[src/rtl/svreal_div_pkg.sv]
`default_nettype none
// ============================================================================
// Module   : svreal_div_pkg
// Purpose  : Shared types and elaboration helpers for the svreal sequential
//            fixed-point divider (state encoding, derived widths, limits).
// Revision : 1.0 - initial release
// ============================================================================
package svreal_div_pkg;

    // Handshake FSM states of the divider top level
    typedef enum logic [1:0] {
        IDLE = 2'd0,
        CALC = 2'd1,
        DONE = 2'd2
    } state_t;

    // Left shift applied to the dividend so the quotient lands on EXP_Q
    function automatic int calc_shift(input int exp_a, input int exp_b, input int exp_q);
        return exp_a - exp_b - exp_q;
    endfunction

    // Width of the shifted dividend magnitude fed to the iteration
    function automatic int calc_num_w(input int width_a, input int shift);
        return width_a + shift;
    endfunction

    // Largest positive value of a w-bit two's complement number
    function automatic longint sat_max(input int w);
        return (longint'(1) <<< (w - 1)) - longint'(1);
    endfunction

    // Most negative value of a w-bit two's complement number
    function automatic longint sat_min(input int w);
        return -(longint'(1) <<< (w - 1));
    endfunction

endpackage
`default_nettype wire

[src/rtl/svreal_div_core.sv]
`default_nettype none
// ============================================================================
// Module   : svreal_div_core
// Purpose  : Unsigned restoring division, one quotient bit per clock.
//            A start pulse loads numerator/denominator; done pulses for one
//            cycle after the last of NUM_W iterations.
// Revision : 1.0 - initial release
// ============================================================================
module svreal_div_core #(
    parameter int NUM_W   = 27,
    parameter int WIDTH_B = 17
) (
    input  logic               clk,
    input  logic               rst,
    input  logic               start,
    input  logic [NUM_W-1:0]   num,
    input  logic [WIDTH_B-1:0] den,
    output logic [NUM_W-1:0]   quo,
    output logic               done
);

    localparam int CNT_W = (NUM_W > 1) ? $clog2(NUM_W) : 1;
    localparam logic [CNT_W-1:0] C_LAST = CNT_W'(NUM_W - 1);

    logic [NUM_W-1:0]   r_num;
    logic [WIDTH_B-1:0] r_den;
    logic [WIDTH_B-1:0] r_rem;
    logic [CNT_W-1:0]   r_cnt;
    logic               r_busy;

    logic [WIDTH_B:0]   w_trial;
    logic               w_ge;
    logic [WIDTH_B-1:0] w_diff;

    // Trial remainder: shift in the next numerator bit, MSB first. The
    // remainder is always below den, so the difference fits in WIDTH_B bits.
    always_comb begin
        w_trial = {r_rem, r_num[NUM_W-1]};
        w_ge    = (w_trial >= {1'b0, r_den});
        w_diff  = w_trial[WIDTH_B-1:0] - r_den;
    end

    // Iteration registers: load on start, then one restoring step per clock
    always_ff @(posedge clk) begin
        if (rst) begin
            r_num  <= '0;
            r_den  <= '0;
            r_rem  <= '0;
            r_cnt  <= '0;
            r_busy <= 1'b0;
            quo    <= '0;
            done   <= 1'b0;
        end else begin
            done <= 1'b0;
            if (start) begin
                r_num  <= num;
                r_den  <= den;
                r_rem  <= '0;
                r_cnt  <= '0;
                r_busy <= 1'b1;
                quo    <= '0;
            end else if (r_busy) begin
                r_rem <= w_ge ? w_diff : w_trial[WIDTH_B-1:0];
                quo   <= NUM_W'({quo, w_ge});
                r_num <= r_num << 1;
                r_cnt <= r_cnt + CNT_W'(1);
                if (r_cnt == C_LAST) begin
                    r_busy <= 1'b0;
                    done   <= 1'b1;
                end
            end
        end
    end

endmodule
`default_nettype wire

[src/rtl/svreal_seq_div.sv]
`default_nettype none
// ============================================================================
// Module   : svreal_seq_div
// Purpose  : Sequential svreal fixed-point divider q = a / b with valid/ready
//            handshakes, sign handling, saturation and divide-by-zero flag.
// Revision : 1.0 - initial release
// ============================================================================
module svreal_seq_div
    import svreal_div_pkg::*;
#(
    parameter int WIDTH_A = 16,
    parameter int EXP_A   = -8,
    parameter int WIDTH_B = 17,
    parameter int EXP_B   = -9,
    parameter int WIDTH_Q = 18,
    parameter int EXP_Q   = -10
) (
    input  logic                      clk,
    input  logic                      rst,
    input  logic                      in_valid,
    output logic                      in_ready,
    input  logic signed [WIDTH_A-1:0] a_sig,
    input  logic signed [WIDTH_B-1:0] b_sig,
    output logic                      out_valid,
    input  logic                      out_ready,
    output logic signed [WIDTH_Q-1:0] q_sig,
    output logic                      ovf,
    output logic                      div_zero
);

    localparam int SHIFT = calc_shift(EXP_A, EXP_B, EXP_Q);
    localparam int NUM_W = calc_num_w(WIDTH_A, SHIFT);
    localparam int CW    = ((NUM_W > WIDTH_Q) ? NUM_W : WIDTH_Q) + 1;

    localparam logic signed [WIDTH_Q-1:0] Q_MAX = WIDTH_Q'(sat_max(WIDTH_Q));
    localparam logic signed [WIDTH_Q-1:0] Q_MIN = WIDTH_Q'(sat_min(WIDTH_Q));
    localparam logic [CW-1:0] NEG_LIM = CW'(1) << (WIDTH_Q - 1);
    localparam logic [CW-1:0] POS_LIM = NEG_LIM - CW'(1);

    if (SHIFT < 0) begin : g_bad_shift
        $error("svreal_seq_div: EXP_A - EXP_B - EXP_Q must not be negative");
    end

    state_t r_state;
    state_t w_next;

    logic               r_sign;
    logic               r_a_neg;
    logic               r_b_zero;

    logic               w_accept;
    logic               w_b_is_zero;
    logic [WIDTH_A-1:0] w_a_abs;
    logic [WIDTH_B-1:0] w_b_abs;
    logic [NUM_W-1:0]   w_num;
    logic [NUM_W-1:0]   w_quo;
    logic               w_core_done;

    logic [CW-1:0]        w_mag;
    logic [WIDTH_Q-1:0]   w_mag_lo;
    logic                 w_ovf;
    logic signed [WIDTH_Q-1:0] w_q_res;

    assign in_ready  = (r_state == IDLE);
    assign out_valid = (r_state == DONE);
    assign w_accept  = in_valid & in_ready;

    // Operand magnitudes; the most negative input maps to 2^(W-1) unsigned
    always_comb begin
        w_b_is_zero = (b_sig == '0);
        w_a_abs     = a_sig[WIDTH_A-1] ? (~a_sig + WIDTH_A'(1)) : a_sig;
        w_b_abs     = b_sig[WIDTH_B-1] ? (~b_sig + WIDTH_B'(1)) : b_sig;
        w_num       = NUM_W'(w_a_abs) << SHIFT;
    end

    svreal_div_core #(
        .NUM_W   (NUM_W),
        .WIDTH_B (WIDTH_B)
    ) u_core (
        .clk   (clk),
        .rst   (rst),
        .start (w_accept & ~w_b_is_zero),
        .num   (w_num),
        .den   (w_b_abs),
        .quo   (w_quo),
        .done  (w_core_done)
    );

    // Apply sign and clamp the magnitude quotient to the WIDTH_Q range
    always_comb begin
        w_mag    = CW'(w_quo);
        w_mag_lo = w_mag[WIDTH_Q-1:0];
        w_ovf    = r_sign ? (w_mag > NEG_LIM) : (w_mag > POS_LIM);
        if (w_ovf) begin
            w_q_res = r_sign ? Q_MIN : Q_MAX;
        end else begin
            w_q_res = r_sign ? -w_mag_lo : w_mag_lo;
        end
    end

    // State register
    always_ff @(posedge clk) begin
        if (rst) begin
            r_state <= IDLE;
        end else begin
            r_state <= w_next;
        end
    end

    // Next-state logic; a zero divisor spends one cycle in CALC then finishes
    always_comb begin
        w_next = r_state;
        case (r_state)
            IDLE:    if (in_valid) w_next = CALC;
            CALC:    if (r_b_zero || w_core_done) w_next = DONE;
            DONE:    if (out_ready) w_next = IDLE;
            default: w_next = IDLE;
        endcase
    end

    // Operand attributes captured at the accept edge
    always_ff @(posedge clk) begin
        if (rst) begin
            r_sign   <= 1'b0;
            r_a_neg  <= 1'b0;
            r_b_zero <= 1'b0;
        end else if (w_accept) begin
            r_sign   <= a_sig[WIDTH_A-1] ^ b_sig[WIDTH_B-1];
            r_a_neg  <= a_sig[WIDTH_A-1];
            r_b_zero <= w_b_is_zero;
        end
    end

    // Result registers, loaded on the transition into DONE and held there
    always_ff @(posedge clk) begin
        if (rst) begin
            q_sig    <= '0;
            ovf      <= 1'b0;
            div_zero <= 1'b0;
        end else if (r_state == CALC) begin
            if (r_b_zero) begin
                q_sig    <= r_a_neg ? Q_MIN : Q_MAX;
                ovf      <= 1'b0;
                div_zero <= 1'b1;
            end else if (w_core_done) begin
                q_sig    <= w_q_res;
                ovf      <= w_ovf;
                div_zero <= 1'b0;
            end
        end
    end

endmodule
`default_nettype wire

[config.mk]
export PLATFORM = sky130hd
export DESIGN_NAME = svreal_seq_div
export DESIGN_NICKNAME = d
export VERILOG_FILES = /design/src/rtl/svreal_div_pkg.sv /design/src/rtl/svreal_div_core.sv /design/src/rtl/svreal_seq_div.sv
export SDC_FILE = /design/constraint.sdc
export NUM_CORES = 1
export LEC_CHECK = 0
export CAP_MARGIN = 20
export CORE_UTILIZATION = 40
export CTS_CLUSTER_SIZE = 25
export DETAILED_ROUTE_END_ITERATION = 6
export PLACE_DENSITY = 0.57
export SLEW_MARGIN = 20
export SYNTH_ARGS = -nofsm -noshare
export SYNTH_HDL_FRONTEND = slang
export SYNTH_HIERARCHICAL = 1
export SYNTH_SLANG_ARGS = --single-unit
[constraint.sdc]
create_clock -name clk -period 4.1 [get_ports clk]
set_input_delay 0.82 -clock clk [delete_from_list [all_inputs] [get_ports clk]]
set_output_delay 0.82 -clock clk [all_outputs]
set_load 0.01 [all_outputs]
==> results of run 1 <==
kinds of logic after synthesis:
logic type                 count (synthesis)  share of synthesized area [%]
other                                      1                         0.0541
muxes                                     82                           11.9
adders and majority gates                 24                           4.44
DFF                                      120                           34.7
and+or+nand+nor                          291                           19.3
buffers and inverters                     82                           5.26
xor gates and xnor gates                  57                           7.21
AOI/OAI and AO/OA                        180                           17.2
cells in the final DEF, fill, tap and decap left out, types with 6 or more instances in the layout:
master and count:
dfxtp_1 119, clkbuf_16 17, nor4_1 6, nand2b_1 7, mux2i_1 81, or4_1 10
nand3_1 15, xnor2_1 44, nand4_1 11, o31ai_1 13, buf_4 12, a21o_1 6
ha_1 23, clkdlybuf4s50_1 57, conb_1 11, or3_1 6, o21ai_0 39, o21ai_1 10
nor2_1 146, a21oi_1 55, xor2_1 13, nand2_1 60, inv_1 32, a211oi_1 13
worst reg2reg max path: stages, from the launching register on:
cell and delay [ns]:
dfxtp_1 0.30, inv_1 0.09, ha_1 0.18, inv_1 0.05
fa_1 0.42, a211oi_1 0.40, o21a_1 0.27, nor4_1 0.10
o31a_4 0.42, and4b_1 0.25, o31ai_1 0.23
per-stage QoR:
step	area [µm²]	power [mW]
6_report	8340	3.72
5_1_grt	8340	3.90
4_1_cts	8320	3.74
3_5_place_dp	7670	2.09
3_3_place_gp	7670	2.10
2_1_floorplan	6960	1.96
power by group through the flow:
stage	logic (mW)	clock network [mW]	registers, mW
final	0.815	1.64	1.26
after floorplan	0.697	0	1.26
after detailed placement	0.790	0	1.30
after CTS	0.795	1.67	1.28
after global placement	0.793	0	1.30
after global routing	0.905	1.73	1.27
layout make-up:
class,instances,area (µm²)
Inverter,32,120
Fill cell,1666,8420
Clock inverter,9,170
Timing Repair Buffer,71,693
Sequential cell,120,2410
Multi-Input combinational cell,645,4210
Clock buffer,22,474
Tap cell,220,275
how the worst min path moves through the flow:
stage	from	endpoint	slack, ns
2_1_floorplan	r_a_neg$_SDFFE_PP0P_	r_a_neg$_SDFFE_PP0P_	0.44
3_3_place_gp	ovf$_SDFFE_PP0P_	ovf$_SDFFE_PP0P_	0.44
3_5_place_dp	ovf$_SDFFE_PP0P_	ovf$_SDFFE_PP0P_	0.45
4_1_cts	ovf$_SDFFE_PP0P_	ovf$_SDFFE_PP0P_	0.46
5_1_grt	ovf$_SDFFE_PP0P_	ovf$_SDFFE_PP0P_	0.50
6_report	ovf$_SDFFE_PP0P_	ovf$_SDFFE_PP0P_	0.45
metal layers:
metal	part of all wire, %	track usage (%)	up-vias
li1	-	-	3025
met4	0.65	5.11	0
met3	3.4	4.60	8
met1	51	25.1	2660
met5	0	0	-
met2	45	27.4	108
sequential cells by signal, indices dropped and copies added, names as in the netlist, 2 cells and up:
register	cells
u_core/r_num	27
u_core/r_cnt	5
q_sig	18
u_core/quo	27
u_core/r_den	17
r_state	2
u_core/r_rem	17
==> summary.txt, run 1 <==
========================================================================================
CTS Buf Count                                                                         17
Switching portion of total power                                                   27.6%
Mean instance size in the synthesized netlist                                   8.28 µm²
Detailed Route WL                                                                15.4 mm
CP delay by family, top                                                     simple AND/OR/NAND/NOR gates
EDFF count, synth                                                                      0
Min cycle time layout                                                            3.54 ns
Estimated wirelength of the detail-placed design                                 10.6 mm
Synthesis-stage register bit count                                                   120
Max-slew violation count                                                               0
Via count                                                                           5801
CP Capture Type                                                                 register
Fraction of registers with async set/reset                                            0%
Antenna cell count                                                                     0
Total die area                                                                 17800 µm²
Cell area after synthesis                                                       6930 µm²
Post-CTS Repair Setup Buffers                                                          0
Final RePlAce weighted congestion                                                  0.850
Final Setup Violations                                                                 0
Number of antenna violations at the first check in global routing                      0
Initial Utilization                                                                41.3%
Area added between synthesis and finish                                            20.5%
Starting DRT DRC Count                                                               340
Number of global-route vias before repair                                           5257
Arrival time at the worst endpoint                                               3.87 ns
Worst Tran Pin Value                                                            0.767 ns
Proportion of power drawn by combinational gates                                   21.9%
Post-cts hold buffer count                                                             0
Core Rows                                                                             47
Standby leakage power                                                            3.20 nW
Most repeated cell in the gate-level netlist after synthesis                      nor2_1
Cell-internal power                                                              2.70 mW
Hold crit path type                                                         register to register
Fraction of the core area covered by cells at the end of the flow                  49.8%
Peak supply drop                                                                  297 µV
Number of nets still failing antenna checks after routing                              0
Crit Path Class                                                             input pin to register
TritonCTS clock tree                                                               built
Critical path data required time                                                 4.44 ns
Capture point of the worst reg-to-reg path                                  u_core/r_rem[15]$_SDFFE_PP0P_
Pre-CTS worst setup slack                                                       0.121 ns
Most area-hungry cell type in the Yosys netlist                                  dfxtp_1
Worst slew slack as a fraction of its limit                                        48.8%
Leftover overflow at the end of global routing                                         0
Core area                                                                      16800 µm²
Pin count of the biggest net entering global routing                                  78
Flop-to-flop setup slack                                                         1.30 ns
Number of search-and-repair iterations in the first detailed-routing pass              5
Clock latency of the later-clocked register in the worst-skew pair               0.42 ns
Kind of launch point of the worst setup path                                   input pin
CTS sink count                                                                       120
Non-filler cells, final                                                             1119
Critical Path, Cell by Cell                                                 clkdlybuf4s50_1 > inv_1 > ha_1 > or3b_2 > nor2_1 > nand2_1 > or4_1 > nor2_1 > nor2_4 > or2_2 > nor2_1 > buf_4 > o2bb2a_1 > o21ai_0
Sequential fraction of the synthesis area                                          34.7%
Boundary Pins                                                                         59
Global router's overall resource usage                                             18.1%
Gates resized, CTS repair                                                              0
Cell chosen for the clock root                                                 clkbuf_16
Power density over the cells                                                  446 nW/µm²
Area share of the largest cell type after synthesis                                34.7%
Final Hold Fails                                                                       0
Tcrit/Tclk final                                                                   86.3%
Drt via density                                                                     5.18
Dpl cells                                                                           1087
Top_reg_cell synth                                                               dfxtp_1
Floorplan die width                                                               134 µm
Number of remaining DRC errors                                                         0
Slowest library cell on the worst path                                            or3b_2
Fraction of layout cells with a size suffix above 1                                7.56%
Library cell appearing most often on the critical path                            nor2_1
Setup repair after global routing missed its margin                                false
Most frequent cells after synthesis                                         nor2_1, dfxtp_1, mux2i_1
Hold Crit Depth                                                                        2
Cells on worst reg2reg path                                                           10
H-tree Lvls                                                                            4
Worst-path fanout max                                                                 12
R2r startpoint                                                              u_core/r_num[26]$_SDFFE_PP0P_
Vertical die dimension                                                            134 µm
Post-route worst setup slack                                                    0.563 ns
Synth Instances                                                                      837
Share of total power in the clock network                                          44.2%
CTS Buffer Depth                                                                       2
Timing endpoint of the critical path                                        u_core/r_rem[16]$_SDFFE_PP0P_
Count of synthesis-stage warnings from yosys                                           6
Switching power                                                                  1.03 mW
Setup TNS                                                                           0 ns
Cell types with the largest area share after synthesis                      dfxtp_1, mux2i_1, nor2_1, xnor2_1, ha_1
Crit path buffers/inverters                                                            3
Max-capacitance violation count                                                        0
Sequential group share of total power                                              33.9%
Clock Skews                                                                    0.0133 ns
Number of port buffers                                                                58
Worst Setup SP                                                                  b_sig[0]
First-pass GRT wire length                                                       25.8 mm
Worst slack on hold paths                                                       0.452 ns
Fmax                                                                             283 MHz
Peak per-stage delay on the critical path                                        0.47 ns
Wirelength per Cell                                                              13.8 µm
Number of nets at the end of the flow                                                948
Result of the run                                                           finished, final reports clean
Count of cell types in the netlist                                                    71
WP depth                                                                              14
Clk slew on worst S/H paths                                                      0.05 ns
========================================================================================
Power figures use the tool's default switching activity.
==> run 2, diff against run 1 <==
MAX_ROUTING_LAYER = met4   (was not set)
==> run 2 against run 1 <==
  * Flip-flop and latch count unchanged
  * Critical path depth unchanged
  * Non-clock buffer count unchanged
  * Final cell count unchanged
  * Setup slack got worse by 0.0078 ns
  * Sequential power about the same
  * Power decreased by 0.19%
  * Maximum frequency decreased by 0.22%
  * Count of clock-buffer cells in the layout unchanged
  * First-iteration DRC count increased by 7.1%
  * Clock power about the same
==> summary.txt, run 2 (synthesis results as in run 1) <==
========================================================================================
Final RePlAce weighted congestion                                                  0.863
Filler Cell Count                                                                   1666
Power density over the cells                                                  445 nW/µm²
Post-CTS Repair Setup Buffers                                                          0
Commonest non-fill, non-tap cells in the layout                             nor2_1, dfxtp_1, mux2i_1
H-tree Lvls                                                                            4
Final Hold Fails                                                                       0
Result of the run                                                           finished, final reports clean
Number of antenna violations at the first check in global routing                      0
Final Setup Violations                                                                 0
Switching power                                                                  1.02 mW
First-pass GRT wire length                                                       25.8 mm
Post-route worst setup slack                                                    0.555 ns
TritonCTS clock tree                                                               built
Leftover overflow at the end of global routing                                         0
Floorplan die width                                                               134 µm
Initial Utilization                                                                41.3%
Hold crit path type                                                         register to register
Worst-path fanout max                                                                 12
Setup repair after global routing missed its margin                                false
Pin count of the biggest net entering global routing                                  78
Starting DRT DRC Count                                                               364
Kind of launch point of the worst setup path                                   input pin
Number of nets at the end of the flow                                                948
CTS Buffer Depth                                                                       2
R2r startpoint                                                              u_core/r_num[26]$_SDFFE_PP0P_
Peak supply drop                                                                  300 µV
Via count                                                                           5785
Core Rows                                                                             47
Critical path data required time                                                 4.44 ns
Vertical die dimension                                                            134 µm
Min cycle time layout                                                            3.55 ns
Capture point of the worst reg-to-reg path                                  u_core/r_rem[15]$_SDFFE_PP0P_
Most Used Layer, Global Route                                                       met2
Tcrit/Tclk final                                                                   86.5%
GRT met2 Usage                                                                     27.5%
Number of search-and-repair iterations in the first detailed-routing pass              5
Drt via density                                                                     5.17
Fmax                                                                             282 MHz
Flop-to-flop setup slack                                                         1.30 ns
Total die area                                                                 17800 µm²
Crit Path Class                                                             input pin to register
Gates resized, CTS repair                                                              0
Biggest registers after layout                                              u_core/quo: 27 flops, u_core/r_num: 27 flops, q_sig: 18 flops
Post-cts hold buffer count                                                             0
Max-slew violation count                                                               0
Cells on worst reg2reg path                                                           10
Proportion of power drawn by combinational gates                                   21.9%
CTS Buf Count                                                                         17
Number of global-route vias before repair                                           5244
Core area                                                                      16800 µm²
Most common cell after layout, fill and taps aside                                nor2_1
Clock Skews                                                                    0.0114 ns
Detailed Route WL                                                                15.4 mm
Number of remaining DRC errors                                                         0
Estimated wirelength of the detail-placed design                                 10.6 mm
Worst Setup SP                                                                  b_sig[0]
Worst Tran Pin Value                                                            0.756 ns
Dpl cells                                                                           1087
Clock latency of the later-clocked register in the worst-skew pair               0.42 ns
Max-capacitance violation count                                                        0
Number of port buffers                                                                58
Fraction of the core area covered by cells at the end of the flow                  49.8%
Met3 capacity usage during global routing                                          3.92%
Timing endpoint of the critical path                                        u_core/r_rem[16]$_SDFFE_PP0P_
Standby leakage power                                                            3.20 nW
Met1 demand-to-capacity share in global routing                                    25.1%
Cell-internal power                                                              2.70 mW
Antenna cell count                                                                     0
Clk slew on worst S/H paths                                                      0.05 ns
Sequential group share of total power                                              34.0%
Global router's overall resource usage                                             18.6%
Boundary Pins                                                                         59
CTS sink count                                                                       120
Share of total power in the clock network                                          44.1%
CP Capture Type                                                                 register
Wirelength per Cell                                                              13.7 µm
Worst slew slack as a fraction of its limit                                        49.5%
Overall power                                                                    3.72 mW
Pre-CTS worst setup slack                                                       0.121 ns
Area added between synthesis and finish                                            20.5%
Arrival time at the worst endpoint                                               3.88 ns
Switching portion of total power                                                   27.4%
Non-filler cells, final                                                             1119
Number of nets still failing antenna checks after routing                              0
Setup TNS                                                                           0 ns
Cell chosen for the clock root                                                 clkbuf_16
Fraction of layout cells with a size suffix above 1                                7.56%
========================================================================================
run 2: cell counts in the layout (fill, tap and decap cells not counted):
No cell type changed its count.
run 2: area by class of cell:
| cell class | instances | area [µm²] | share of cell area, % |
|---|---|---|---|
| Clock buffer | 22 | 474 | 5.68 |
| Clock inverter | 9 | 170 | 2.04 |
| Inverter | 32 | 120 | 1.44 |
| Multi-Input combinational cell | 645 | 4210 | 50.4 |
| Sequential cell | 120 | 2410 | 28.8 |
| Tap cell | 220 | 275 | 3.30 |
| Timing Repair Buffer | 71 | 693 | 8.31 |
run 2: critical path: stages:
cell	delay, ns
clkdlybuf4s50_1	0.42
inv_1	0.08
ha_1	0.15
or3b_2	0.47
nor2_1	0.15
nand2_1	0.10
or4_1	0.45
nor2_1	0.21
nor2_4	0.11
or2_2	0.33
nor2_1	0.09
buf_4	0.20
o2bb2a_1	0.23
o21ai_0	0.07
run 2: how the worst min path moves through the flow:
stage,start,slack [ns],to,depth (start not counted)
after CTS,ovf$_SDFFE_PP0P_,0.46,ovf$_SDFFE_PP0P_,2
after global routing,ovf$_SDFFE_PP0P_,0.50,ovf$_SDFFE_PP0P_,2
after detailed placement,ovf$_SDFFE_PP0P_,0.45,ovf$_SDFFE_PP0P_,2
after global placement,ovf$_SDFFE_PP0P_,0.44,ovf$_SDFFE_PP0P_,2
after floorplan,r_a_neg$_SDFFE_PP0P_,0.44,r_a_neg$_SDFFE_PP0P_,2
final,ovf$_SDFFE_PP0P_,0.45,ovf$_SDFFE_PP0P_,2
run 2: routing by layer:
layer  part of all wire (%)  up-vias  wire length (µm)
li1                       -     3019                 -
met1                     51     2656              7910
met2                     44       94              6810
met3                    3.2       16               489
met4                    1.1        0               169
met5                      0        -                 0
run 2: power by group through the flow:
stage / Clock, mW / Sequential [mW] / Combinational [mW]
floorplan: 0 / 1.26 / 0.697
global placement: 0 / 1.30 / 0.793
detailed placement: 0 / 1.30 / 0.790
CTS: 1.67 / 1.28 / 0.795
global route: 1.72 / 1.27 / 0.906
finish: 1.64 / 1.26 / 0.814
run 2: stage by stage:
stage               hold slack [ns]  area [µm²]
floorplan                     0.436        6960
global placement              0.442        7670
detailed placement            0.451        7670
CTS                           0.459        8320
global route                  0.498        8340
finish                        0.452        8340
==> patch 1: new RTL, flow settings as in run 2 <==
The parameter `WIDTH_A` goes from 16 to 32.
--- a/src/rtl/svreal_seq_div.sv
+++ b/src/rtl/svreal_seq_div.sv
@@ -10,3 +10,3 @@
 #(
-    parameter int WIDTH_A = 16,
+    parameter int WIDTH_A = 32,
     parameter int EXP_A   = -8,
Interface: changed (resized a_sig); port bits go from 59 to 75. The function was not compared with the original's and may differ.
==> patch 1 against run 2 <==
- maximum frequency grew 8.0%
- synthesized area grew 27%
- final cell count grew 26%
- sequential cell count grew 33
- worst setup slack gained 0.26 ns
- total power grew 9.3%
- design area grew 24%
- wire length grew 38%
==> patch 1: results <==
clock_tree:
  clkTransAtPathRegs_ns: 0.07
place:
  numPortBuffers: 74
  place_ws_ns: 0.363
  placed_cell_area_um2: 9790
  routabilityCongestion: 0.881
global_route:
  grt_use_total_pct: 20.0
  grt_pass1_vias: 7008
  met2_usage_pct: 30.0
  grt_util_met3_pct: 3.00
  grt_max_degree: 64
  met1_usage_pct: 27.1
  grt_pass1_wl_um: 35100
final_layout:
  num-clock-buffers: 18
  final_nets: 1203
  n_fill_cell: 2104
  n_all_buffers: 87
  layout.comb_gates.multi_input: 825
  multi_input_area_share_pct: 51.9
  multiInputGateArea_um2: 5390
  largest_registers: "u_core/quo: 43 flops, u_core/r_num: 43 flops, q_sig: 18 flops"
  inverters_excl_clock: 42
route:
  drt_first_pass_iters: 4
  first_iter_violations: 452
  vias_per_cell: 5.39
synth:
  synth_seq_cells: 153
  avgSynthCellArea_um2: 8.22
  ys_types: 84
  muxShareOfSynthArea_pct: 12.2
  synth_xor_area_share_pct: 6.05
power:
  power_leakage_nw: 3.87
  peakVddDrop_uv: 310
  switching_share_pct: 31.3
status:
  status: "completed"
timing:
  slew_headroom_pct: 41.2
worst_setup_path:
  cp_max_fo: 52
  critPathArrivalTime_ns: 3.62
[patch 1: routing by layer]
layer	part of all wire, %	wire length (µm)
met5	0	0
met4	1.5	312
met3	3.3	700
met2	44	9370
met1	51	10800
[patch 1: path summary, 6_finish.rpt]
kind | from | end | slack [ns] | depth (start not counted)
worst max-delay path | b_sig[11] | u_core/r_cnt[1] | 0.82 | 8
worst min-delay path | u_core/r_cnt[5] | u_core/r_cnt[5] | 0.49 | 2
worst max register to register | u_core/r_num[42] | u_core/r_rem[7] | 0.89 | 10
worst min register to register | u_core/r_cnt[5] | u_core/r_cnt[5] | 0.49 | 2
[patch 1: power groups by stage]
stage / sequential (W) / combinational [W] / clock [W]
6_report: 0.00160 / 0.000889 / 0.00158
5_1_grt: 0.00160 / 0.000991 / 0.00167
4_1_cts: 0.00160 / 0.000884 / 0.00162
3_5_place_dp: 0.00163 / 0.000877 / 0
3_3_place_gp: 0.00163 / 0.000874 / 0
2_1_floorplan: 0.00161 / 0.000679 / 0
==> patch 2: new RTL, config.mk and constraints of run 2 <==
Made on the original files. Encoding of `state_t`: now one-hot (3 bits for 3 states).
--- a/src/rtl/svreal_div_pkg.sv
+++ b/src/rtl/svreal_div_pkg.sv
@@ -10,6 +10,6 @@
     // Handshake FSM states of the divider top level
-    typedef enum logic [1:0] {
-        IDLE = 2'd0,
-        CALC = 2'd1,
-        DONE = 2'd2
+    typedef enum logic [2:0] {
+        IDLE = 3'b001,
+        CALC = 3'b010,
+        DONE = 3'b100
     } state_t;
Behaviour: no difference found for any inputs over 10 cycles, from zero or initial values and one cycle with rst high; not proved beyond that.
==> patch 2 against run 2 <==
- sequential cell count rose by 1
- wire length rose by 9.9%
- worst setup slack improved by 0.36 ns
- total power fell by 3.4%
- global-route usage rose by 1.4 points
- design area rose by 0.93%
- maximum frequency rose by 11%
- hold slack improved by 0.020 ns
- synthesized area rose by 3.0%
- critical path type unchanged
- largest cell class unchanged
- largest power group unchanged
- highest routed layer unchanged
==> patch 2: results <==
status:
  status: "completed"
worst_setup_path:
  cp_slowest_cell: "or4_1"
  r2r_slack_ns: 1.34
  critPathArrivalTime_ns: 3.53
timing:
  slew_headroom_pct: 44.5
  clock_skew_ns: 0.00901
  whs_ns: 0.472
route:
  first_iter_violations: 350
  vias_per_cell: 5.33
  met1Wirelength_um: 8470
  wl_met2_um: 7650
  wire_per_inst_um: 14.8
global_route:
  grt_max_degree: 72
  grt_util_met3_pct: 4.08
  grt_pass1_wl_um: 28300
  grt_use_total_pct: 20.0
  met2_usage_pct: 31.3
  grt_pass1_vias: 5752
  met1_usage_pct: 25.3
min_path:
  min_to: "u_core/r_rem[12]"
synth:
  ys_seq_area_share_pct: 33.9
  synthTopCellsByArea: "dfxtp_1 (34%), mux2i_1 (11%), nor2_1 (7.3%)"
  yosys-top-cells-count: "nor2_1 (139), dfxtp_1 (121), mux2i_1 (81)"
power:
  power_leakage_nw: 3.23
  p_per_area_nw_per_um2: 426
  clkPwrFrac_pct: 37.8
place:
  placed_cell_area_um2: 7900
  routabilityCongestion: 0.850
  hpwl_um: 11800
final_layout:
  final_nets: 972
-- patch 2: cell types whose count changed in the layout (fill, tap and decap cells not counted), sizes merged, moves of 7 or more --
cell | before | now
a211oi | 16 | 9
nand2 | 61 | 46
nand3 | 16 | 25
nor2 | 147 | 139
o21ai | 50 | 59
xnor2 | 44 | 30
xor2 | 13 | 20
-- patch 2: final cells by class --
cell class	instances	area, µm²
Fill cell	1722	8930
Multi-Input combinational cell	667	4390
Sequential cell	121	2430
Timing Repair Buffer	72	681
Clock buffer	23	478
Tap cell	225	282
Inverter	32	120
Clock inverter	4	47.5
-- patch 2: logic make-up (layout without fill, tap and decap cells) --
logic type	after synthesis	after routing	share of synthesized area (%)
AOI/OAI and AO/OA	200	200	18.3
DFF	121	121	33.9
buffers and inverters	84	131	5.19
other	1	11	0.0526
muxes	85	85	12.0
adders and majority gates	24	24	4.31
and+or+nand+nor	297	297	20.1
xor gates and xnor gates	50	50	6.14
-- patch 2: stage by stage --
| step | instances | setup WS, ns |
|---|---|---|
| floorplan | 872 | 0.840 |
| global placement | 1117 | 0.547 |
| detailed placement | 1117 | 0.506 |
| CTS | 1144 | 0.933 |
| global route | 1144 | 0.778 |
| finish | 1144 | 0.913 |
-- patch 2: worst max-delay path by stage --
stage	slack (ns)	to	startpoint
floorplan	0.84	u_core/r_rem[14]	b_sig[13]
global placement	0.55	u_core/r_rem[16]	b_sig[11]
detailed placement	0.51	u_core/r_rem[16]	b_sig[11]
CTS	0.93	u_core/r_rem[16]	b_sig[11]
global route	0.78	u_core/r_num[0]	b_sig[11]
finish	0.91	u_core/r_rem[16]	b_sig[11]
